[src/rtl/pmt_fbc_pkg.sv]
// Shared definitions for the PMT/FBC receive unpacker: word tags, field bit positions, FSM states.
// No logic; latency and backpressure are defined by the modules that import this package.
package pmt_fbc_pkg;

  localparam logic [1:0] TAG_ENC   = 2'd0;
  localparam logic [1:0] TAG_FBCI  = 2'd1;
  localparam logic [1:0] TAG_FBCR1 = 2'd2;
  localparam logic [1:0] TAG_FBCR2 = 2'd3;

  localparam int WORD_WID   = 64;
  localparam int MARKER_BIT = 63;
  localparam int TAG_LSB    = 61;
  localparam int HI_LSB     = 32;  // W and A fields start here
  localparam int LO_LSB     = 0;   // X and B fields start here
  localparam int ENC_X_WID  = 32;

  // S_T0..S_T3 share their low two bits with the tag they expect
  typedef enum logic [2:0] {
    S_T0   = 3'd0,
    S_T1   = 3'd1,
    S_T2   = 3'd2,
    S_T3   = 3'd3,
    S_HUNT = 3'd4
  } state_e;

  function automatic state_e state_after(input state_e s);
    case (s)
      S_T0:    state_after = S_T1;
      S_T1:    state_after = S_T2;
      S_T2:    state_after = S_T3;
      default: state_after = S_T0;
    endcase
  endfunction

endpackage

[src/rtl/pmt_fbc_word_decode.sv]
// Field extract for one PMT/FBC word: marker, tag, W/X and A/B fields, pad check (PMT_UNPACK_PAD_CHECK_EN).
// Purely combinational, zero latency; no flow control of its own.
module pmt_fbc_word_decode
  import pmt_fbc_pkg::*;
#(
  parameter int ENC_W_WID = 29,
  parameter int FBC_WID   = 24
) (
  input  logic [WORD_WID-1:0]  word_dat,
  output logic                 marker_ok,
  output logic [1:0]           tag,
  output logic [ENC_W_WID-1:0] enc_w,
  output logic [ENC_X_WID-1:0] enc_x,
  output logic [FBC_WID-1:0]   fbc_a,
  output logic [FBC_WID-1:0]   fbc_b,
  output logic                 pad_err
);

  assign marker_ok = word_dat[MARKER_BIT];
  assign tag       = word_dat[TAG_LSB +: 2];
  assign enc_w     = word_dat[HI_LSB +: ENC_W_WID];
  assign enc_x     = word_dat[LO_LSB +: ENC_X_WID];
  assign fbc_a     = word_dat[HI_LSB +: FBC_WID];
  assign fbc_b     = word_dat[LO_LSB +: FBC_WID];

`ifdef PMT_UNPACK_PAD_CHECK_EN
  logic [WORD_WID-1:0] pad_mask;

  // Pad is every payload bit below the tag not covered by the fields of this tag
  always_comb begin
    pad_mask = '0;
    for (int i = LO_LSB; i < TAG_LSB; i++) begin
      if (tag == TAG_ENC) begin
        pad_mask[i] = (i >= HI_LSB + ENC_W_WID);
      end else begin
        pad_mask[i] = (i >= HI_LSB + FBC_WID) || ((i >= LO_LSB + FBC_WID) && (i < HI_LSB));
      end
    end
  end

  assign pad_err = |(word_dat & pad_mask);
`else
  assign pad_err = 1'b0;
`endif

endmodule

[src/rtl/pmt_fbc_frame_unpack.sv]
// PMT/FBC RX unpacker: checks tag order 0..3, rebuilds one frame; pad check under PMT_UNPACK_PAD_CHECK_EN.
// Frame valid 1 cycle after the tag-3 word; input stalls only while a frame is held by frame_rdy_i low.
module pmt_fbc_frame_unpack
  import pmt_fbc_pkg::*;
#(
  parameter int ENC_W_WID   = 29,
  parameter int FBC_WID     = 24,
  parameter int ERR_CNT_WID = 16
) (
  input  logic                   clk_i,
  input  logic                   rst_n_i,
  input  logic                   clr_i,
  input  logic                   in_vld_i,
  input  logic [WORD_WID-1:0]    in_data_i,
  output logic                   in_rdy_o,
  input  logic                   end_i,
  output logic                   frame_vld_o,
  input  logic                   frame_rdy_i,
  output logic [ENC_W_WID-1:0]   enc_w_o,
  output logic [ENC_X_WID-1:0]   enc_x_o,
  output logic [FBC_WID-1:0]     fbci_a_o,
  output logic [FBC_WID-1:0]     fbci_b_o,
  output logic [FBC_WID-1:0]     fbcr1_a_o,
  output logic [FBC_WID-1:0]     fbcr1_b_o,
  output logic [FBC_WID-1:0]     fbcr2_a_o,
  output logic [FBC_WID-1:0]     fbcr2_b_o,
  output logic [31:0]            frame_cnt_o,
  output logic [ERR_CNT_WID-1:0] seq_err_cnt_o,
  output logic                   seq_err_o,
  output logic                   done_o
);

  state_e               state_q;
  state_e               state_d;
  logic                 marker_ok;
  logic                 pad_err;
  logic [1:0]           tag;
  logic [ENC_W_WID-1:0] w_dat;
  logic [ENC_X_WID-1:0] x_dat;
  logic [FBC_WID-1:0]   a_dat;
  logic [FBC_WID-1:0]   b_dat;
  logic                 acc;
  logic                 end_q;
  logic                 end_rise;
  logic                 cap;
  logic                 emit;
  logic                 err;
  logic                 flush;

  pmt_fbc_word_decode #(
    .ENC_W_WID (ENC_W_WID),
    .FBC_WID   (FBC_WID)
  ) u_decode (
    .word_dat  (in_data_i),
    .marker_ok (marker_ok),
    .tag       (tag),
    .enc_w     (w_dat),
    .enc_x     (x_dat),
    .fbc_a     (a_dat),
    .fbc_b     (b_dat),
    .pad_err   (pad_err)
  );

  assign in_rdy_o = ~(frame_vld_o & ~frame_rdy_i);
  assign acc      = in_vld_i & in_rdy_o;
  assign end_rise = end_i & ~end_q;

  always_ff @(posedge clk_i or negedge rst_n_i) begin
    if (!rst_n_i) begin
      state_q <= S_T0;
    end else begin
      state_q <= state_d;
    end
  end

  // The accepted word is resolved first; a flush in the same cycle then acts on the resulting state
  always_comb begin
    state_d = state_q;
    cap     = 1'b0;
    emit    = 1'b0;
    err     = 1'b0;
    flush   = 1'b0;
    if (clr_i) begin
      state_d = S_T0;
    end else begin
      if (acc) begin
        if (!marker_ok) begin
          err = 1'b1;
        end else if (state_q == S_HUNT) begin
          if (tag == TAG_ENC) begin
            cap     = 1'b1;
            state_d = S_T1;
          end
        end else if (tag == state_q[1:0]) begin
          cap     = 1'b1;
          emit    = (state_q == S_T3);
          state_d = state_after(state_q);
        end else begin
          err = 1'b1;
          if (tag == TAG_ENC) begin
            cap     = 1'b1;
            state_d = S_T1;
          end else begin
            state_d = S_HUNT;
          end
        end
        if (cap && pad_err) begin
          err = 1'b1;
        end
      end
      if (end_rise) begin
        flush = 1'b1;
        if (state_d inside {S_T1, S_T2, S_T3}) begin
          err = 1'b1;
        end
        state_d = S_T0;
      end
    end
  end

  // Holding registers double as the frame outputs: a new word can only land once the
  // pending frame has handshaken, because in_rdy_o is low while it is blocked
  always_ff @(posedge clk_i or negedge rst_n_i) begin
    if (!rst_n_i) begin
      enc_w_o   <= '0;
      enc_x_o   <= '0;
      fbci_a_o  <= '0;
      fbci_b_o  <= '0;
      fbcr1_a_o <= '0;
      fbcr1_b_o <= '0;
      fbcr2_a_o <= '0;
      fbcr2_b_o <= '0;
    end else if (cap) begin
      case (tag)
        TAG_ENC: begin
          enc_w_o <= w_dat;
          enc_x_o <= x_dat;
        end
        TAG_FBCI: begin
          fbci_a_o <= a_dat;
          fbci_b_o <= b_dat;
        end
        TAG_FBCR1: begin
          fbcr1_a_o <= a_dat;
          fbcr1_b_o <= b_dat;
        end
        default: begin
          fbcr2_a_o <= a_dat;
          fbcr2_b_o <= b_dat;
        end
      endcase
    end
  end

  always_ff @(posedge clk_i or negedge rst_n_i) begin
    if (!rst_n_i) begin
      end_q         <= 1'b0;
      frame_vld_o   <= 1'b0;
      frame_cnt_o   <= '0;
      seq_err_cnt_o <= '0;
      seq_err_o     <= 1'b0;
      done_o        <= 1'b0;
    end else begin
      end_q     <= end_i;
      seq_err_o <= err;
      done_o    <= flush;
      if (clr_i) begin
        frame_vld_o   <= 1'b0;
        frame_cnt_o   <= '0;
        seq_err_cnt_o <= '0;
      end else begin
        if (emit) begin
          frame_vld_o <= 1'b1;
          frame_cnt_o <= frame_cnt_o + 32'd1;
        end else if (frame_rdy_i) begin
          frame_vld_o <= 1'b0;
        end
        if (err && (seq_err_cnt_o != {ERR_CNT_WID{1'b1}})) begin
          seq_err_cnt_o <= seq_err_cnt_o + ERR_CNT_WID'(1);
        end
      end
    end
  end

endmodule

[config.mk]
export PLATFORM = sky130hd
export DESIGN_NAME = pmt_fbc_frame_unpack
export DESIGN_NICKNAME = d
export VERILOG_FILES = /design/src/rtl/pmt_fbc_pkg.sv /design/src/rtl/pmt_fbc_word_decode.sv /design/src/rtl/pmt_fbc_frame_unpack.sv
export SDC_FILE = /design/constraint.sdc
export NUM_CORES = 1
export LEC_CHECK = 0
export CAP_MARGIN = 20
export CORE_MARGIN = 2
export CORE_UTILIZATION = 50
export DETAILED_ROUTE_END_ITERATION = 8
export PLACE_DENSITY = 0.87
export SYNTH_ARGS = -nofsm -noshare
export SYNTH_HDL_FRONTEND = slang
export SYNTH_SLANG_ARGS = --single-unit
[constraint.sdc]
create_clock -name clk_i -period 3.75 [get_ports clk_i]
set_clock_uncertainty 0.15 [all_clocks]
set_input_delay 0.5625 -clock clk_i [delete_from_list [all_inputs] [get_ports clk_i]]
set_output_delay 0.5625 -clock clk_i [all_outputs]
set_load 0.005 [all_outputs]
# [Yosys cells after proc, flatten, opt, wreduce, memory -nomap -nowiden]
# Index checks and enable logic that the tools add are counted.
[word_totals] register_bits=260 input_bits=70 out_inout_bits=257 wordCells=84
[op_classes] n_addsub=2 eq_ne=11 mux=37 n_bitwise=7 reduce_logical=12
[ops] operator="32-bit two-way mux" n=2
[ops] operator="32-bit by 1-bit adder with 32-bit output, second input constant" n=1
[ops] operator="16-bit two-way mux" n=2
[ops] operator="3-bit two-way mux" n=9
[ops] operator="1-bit two-way mux" n=23
[ops] operator="16-bit by 1-bit adder with 16-bit output, second input constant" n=1
[ops] operator="16-bit != test, second input constant" n=1
[ops] operator="3-bit by 2-bit == test with 1-bit output, second input constant" n=4
[ops] operator="2-bit AND reduction" n=4
[ops] operator="3-bit by 1-bit == test with 1-bit output, second input constant" n=2
[ops] operator="2-bit one-hot mux with 3 select lines" n=1
[ops] operator="3-bit nonzero test" n=2
[ops] operator="1-bit NOT" n=4
[ops] operator="2-bit nonzero test" n=2
[ops] operator="1-bit bitwise AND" n=3
[ops] operator="3-bit == test, second input constant" n=1
[ops] operator="3-bit zero test" n=1
[ops] operator="3-bit OR reduction" n=1
[ops] operator="2-bit by 1-bit == test with 1-bit output, second input constant" n=1
[ops] operator="2-bit == test" n=1
[ops] operator="2-bit == test, second input constant" n=1
[ops] operator="2-bit zero test" n=1
[ops] operator="1-bit logical AND" n=1

# [Longest topological paths before layout]
[logic_depth] word_depth=15 depth_mapped=9 mapped_depth_nobuf=7

# [Cells and area by module]
# Synthesis repeated with hierarchy kept, for this count alone.
[hier_totals] hier_cells=858 area_unflattened_um2=11388.4
[modules_own_cells] mod="pmt_fbc_frame_unpack" n_inst=1 cells_each=744 area_each_um2=10536.4 seq_area_each_um2=6506.2
[modules_own_cells] mod="pmt_fbc_word_decode" n_inst=1 cells_each=114 area_each_um2=852.1 seq_area_each_um2=0.0

# [Worst setup path after synthesis]
# Ideal clock, no wire load.
[synth_timing] path_type="input-to-reg" startpoint="in in_data_i[62]" endpoint="reg seq_err_cnt_o[5]" setup_time_ns=0.078 arrival_time_ns=2.077 required_ns=3.522 slack_ns=1.445 stages=8 path_buffers=2 path_cell_list="buf_2 > or2b_1 > a21boi_0 > o31ai_2 > a31oi_2 > buf_6 > or4_1 > a21oi_1"
[synth_between] elab_chain_len=14 word_cells_on_any_way=22
[synth_lines] item="start, declared" line_no="pmt_fbc_frame_unpack.sv:14" rtl="input logic [WORD_WID-1:0] in_data_i,"
[synth_lines] item="2-bit zero test" line_no="pmt_fbc_frame_unpack.sv:90, pmt_fbc_frame_unpack.sv:100"
[synth_lines] item="3-bit two-way mux" line_no="pmt_fbc_frame_unpack.sv:100" rtl="if (tag == TAG_ENC) begin"
[synth_lines] item="3-bit two-way mux" line_no="pmt_fbc_frame_unpack.sv:94" rtl="end else if (tag == state_q[1:0]) begin"
[synth_lines] item="3-bit two-way mux" line_no="pmt_fbc_frame_unpack.sv:89" rtl="end else if (state_q == S_HUNT) begin"
[synth_lines] item="3-bit two-way mux" line_no="pmt_fbc_frame_unpack.sv:87" rtl="if (!marker_ok) begin"
[synth_lines] item="3-bit two-way mux" line_no="pmt_fbc_frame_unpack.sv:86" rtl="if (acc) begin"
[synth_lines] item="3-bit two-way mux" line_no="pmt_fbc_frame_unpack.sv:83" rtl="if (clr_i) begin"
[synth_lines] item="3-bit by 1-bit == test with 1-bit output or 3-bit by 2-bit == test with 1-bit output (tied branches)" line_no="pmt_fbc_frame_unpack.sv:113" rtl="if (state_d inside {S_T1, S_T2, S_T3}) begin"
[synth_lines] item="3-bit nonzero test" line_no="pmt_fbc_frame_unpack.sv:113"
[synth_lines] item="1-bit two-way mux" line_no="pmt_fbc_frame_unpack.sv:113"
[synth_lines] item="1-bit two-way mux (*)" line_no="pmt_fbc_frame_unpack.sv:111" rtl="if (end_rise) begin"
[synth_lines] item="1-bit two-way mux (*)" line_no="pmt_fbc_frame_unpack.sv:83"
[synth_lines] item="1-bit logical AND (*)" line_no="pmt_fbc_frame_unpack.sv:178" rtl="if (err && (seq_err_cnt_o != {ERR_CNT_WID{1'b1}})) begin"
[synth_lines] item="2-bit nonzero test (no line) (*)"
[synth_lines] item="end signal, assigned" line_no="pmt_fbc_frame_unpack.sv:179" rtl="seq_err_cnt_o <= seq_err_cnt_o + ERR_CNT_WID'(1);"
[synth_lines] item="end, declared" line_no="pmt_fbc_frame_unpack.sv:28" rtl="output logic [ERR_CNT_WID-1:0] seq_err_cnt_o,"
# Every way passes the cells marked *; elsewhere a longest branch is shown, timed or not. The select of a mux whose other input is x is not followed.
# A chain may end at the register's enable or synchronous reset.

# [Final worst setup path]
[layout_timing] startpoint="in in_data_i[62]" endpoint="reg seq_err_cnt_o[11]"
# Same word-level chain as after synthesis.

==> impl_results.md <==
* Largest net degree at the start of global routing at 78
* First-pass GRT wire length at 43.61 mm
* Status: complete, no violations
* Hpwl dp at 18.86 mm
* CP Max Fanout at 21
* Nets at 1169
* Post-synth top cells: dfrtp_1, mux2_2, nor2_1
* Min cycle time layout at 2.697 ns
* Max-Cap Viols at 0
* Worst VDD drop at 0.0003997 V
* Drt drc at 0
* Gp weighted congestion at 0.7915
* GRT busiest layer: met2
* Synth top area share at 0.6149
* Type of the most critical hold path: register to register
* Worst-Margin Slew at 0.5928 ns
* Wirelength per Cell at 20.06 microns
* DRT iter0 DRCs at 290
* Detail Route Antenna Nets at 0
* Top cell type by total area after synthesis: dfrtp_1
* Max transition margin at 0.6048
* WS Path Type: input port to register
* Mean Syn Cell Area at 13.83 sq um
* Gr usage total at 0.2486
* Hold Crit Depth at 1
* EDFF count, synth at 0
* Register bit total from synthesis at 260
* Clk pin slew, worst setup/hold paths at 0.06 ns
* Antenna Cells at 0
* Fillers at 1393
* Achievable Freq at 370.8 MHz
* Die area at 0.02234 sq mm
* Clk root buf: clkbuf_16
* Via/cell ratio at 5.416
* Initial DRT Pass Iterations at 4
* GR Util met2 at 0.4179
* Pins Over Slew Limit at 0
* Crit path launch type: input port
* Final TNS setup at 0 ns
* Post-synthesis sequential area ratio at 0.6149
* Die Ht at 149.5 microns
* Clock Latency Late Sink at 0.53 ns
* Most frequent cell after synthesis: dfrtp_1
* Met3 Usage GRT at 0.08689
* Vias at 7544
* Initial antenna violation count at 0
* P&R area growth vs syn at 42.59%
* H-Tree Level Count at 1
* Final setup fails at 0
* Power per cell area at 429.9 mW/mm^2
* Layout cells sized above 1 at 0.2487
* CTS resizes at 0
* I/O Buffers at 326
* Rows at 53
* Final Total Pwr at 0.006486 W
* Synth Net Count at 837
* Total Wirelength at 27.94 mm
* Arrival @ worst endpoint at 2.99 ns
* CTS tree: built
* Warnings, synthesis at 0
* Total clock buffers created by CTS at 28
* GR Overflow Total at 0
* Core area at 0.02089 sq mm
* Cells after Synth at 765
* Req. time, crit path at 4.04 ns
* Top FF cell, synth: dfrtp_1
* CP endpoint kind: register
* Final worst path period share at 0.7192
* Reg2Reg Depth at 7
* Post-Syn Area at 0.01058 sq mm
* Met1 Track Usage GR at 0.3038
* Cell leakage power at 6.763 nW
* Post-synth ARST share at 1.000
* Final-report hold violation count at 0
* TritonCTS Sinks at 260
* Clock buffer depth at 3
* Vias in the first global route at 7920
* I/O pins at 327
* R2r setup slk at 1.08 ns
* Initial Util at 0.5066
* Top post-synthesis cells by area: dfrtp_1, mux2_2, xnor2_1, nor2_1, a21oi_1
* Cell variety after synth at 55
* RSZ-0062 raised after global routing: no
* Chip width at 149.5 microns
## cells by family (layout without fill, tap and decap cells)
family,after synthesis,in the layout,share of synthesized area
flip-flops,260,260,0.6149
multiplexers,207,207,0.2202
AND/OR/NAND/NOR,163,163,0.08490
AO/OA/AOI/OAI,60,60,0.03500
buffers and inverters,48,401,0.02057
XOR/XNOR,25,25,0.02211
adder cells (fa/ha/maj),2,2,0.002365
## registers in the layout (all words and copies together) (netlist names)
| register | count |
|---|---|
| enc_x_o | 32 |
| frame_cnt_o | 32 |
| enc_w_o | 29 |
| fbci_a_o | 24 |
| fbci_b_o | 24 |
| fbcr1_a_o | 24 |
| fbcr1_b_o | 24 |
| fbcr2_a_o | 24 |
| fbcr2_b_o | 24 |
| seq_err_cnt_o | 16 |
| state_q | 3 |
| done_o | 1 |
| end_q | 1 |
| frame_vld_o | 1 |
| seq_err_o | 1 |
## per-layer routing
metal / part of all wire / up-vias
li1: - / 3393
met1: 0.38 / 3819
met2: 0.50 / 283
met3: 0.097 / 49
met4: 0.028 / 0
met5: 0 / -
## power by group
group	internal, W	switching [W]
sequential	0.00298	0.0000944
combinational	0.000494	0.000286
clock	0.00155	0.00108
## cell usage in the layout (no fill, tap or decap), types with 12 or more instances in the layout
cell type / n
clkdlybuf4s50_1: 324
dfrtp_1: 260
mux2_2: 206
nor2_1: 38
clkbuf_16: 29
a21oi_1: 24
nand2_1: 20
nand3_1: 20
xnor2_1: 18
nor3_1: 15
o21ai_0: 14
or3_1: 12
## worst paths after layout
path | from | to
max in group asynchronous | rst_n_i | fbcr2_b_o[16]$_DFFE_PN0P_
max | in_data_i[62] | seq_err_cnt_o[11]$_DFFE_PN0P_
min in group asynchronous | rst_n_i | frame_cnt_o[16]$_DFFE_PN0P_
max reg2reg | state_q[1]$_DFF_PN0_ | seq_err_cnt_o[11]$_DFFE_PN0P_
min | fbcr1_a_o[0]$_DFFE_PN0P_ | fbcr1_a_o[0]$_DFFE_PN0P_
min reg2reg | fbcr1_a_o[0]$_DFFE_PN0P_ | fbcr1_a_o[0]$_DFFE_PN0P_
## critical path, stage by stage
cell and delay, ns:
clkdlybuf4s50_1 0.69, or2b_1 0.16, a21boi_0 0.09, o31ai_2 0.26, a31oi_2 0.28, buf_12 0.25, or4_1 0.52, a21oi_1 0.17
## cell type report
cell class,instances,area [sq um],share of cell area
well taps,275,344.1,0.02280
inverters,9,35.03,0.002322
repair buffers,341,3441,0.2280
flip-flops and latches,260,6506,0.4312
clock buffers,42,804.5,0.05332
multi-input cells,457,3880,0.2572
clock inverters,9,77.57,0.005141
## what timing repair did
item                                   CTS  global route
endpoints found under the hold margin   72             0
hold buffers                             1             0
buffers inserted                         0             0
## stage by stage
stage / instance area [sq um] / util / cells / worst slack [ns] / hold WS (ns)
finish: 15090 / 0.7223 / 1393 / 1.053 / 0.3509
detailed placement: 14200 / 0.6796 / 1341 / 0.5375 / 0.3417
global route: 15090 / 0.7223 / 1393 / 0.8897 / 0.3617
CTS: 15090 / 0.7223 / 1393 / 1.078 / 0.3554
floorplan: 10580 / - / 765 / 1.445 / 0.1169
global placement: 14200 / 0.6796 / 1341 / 0.6250 / 0.3364
(Power assumes the default switching activity.)
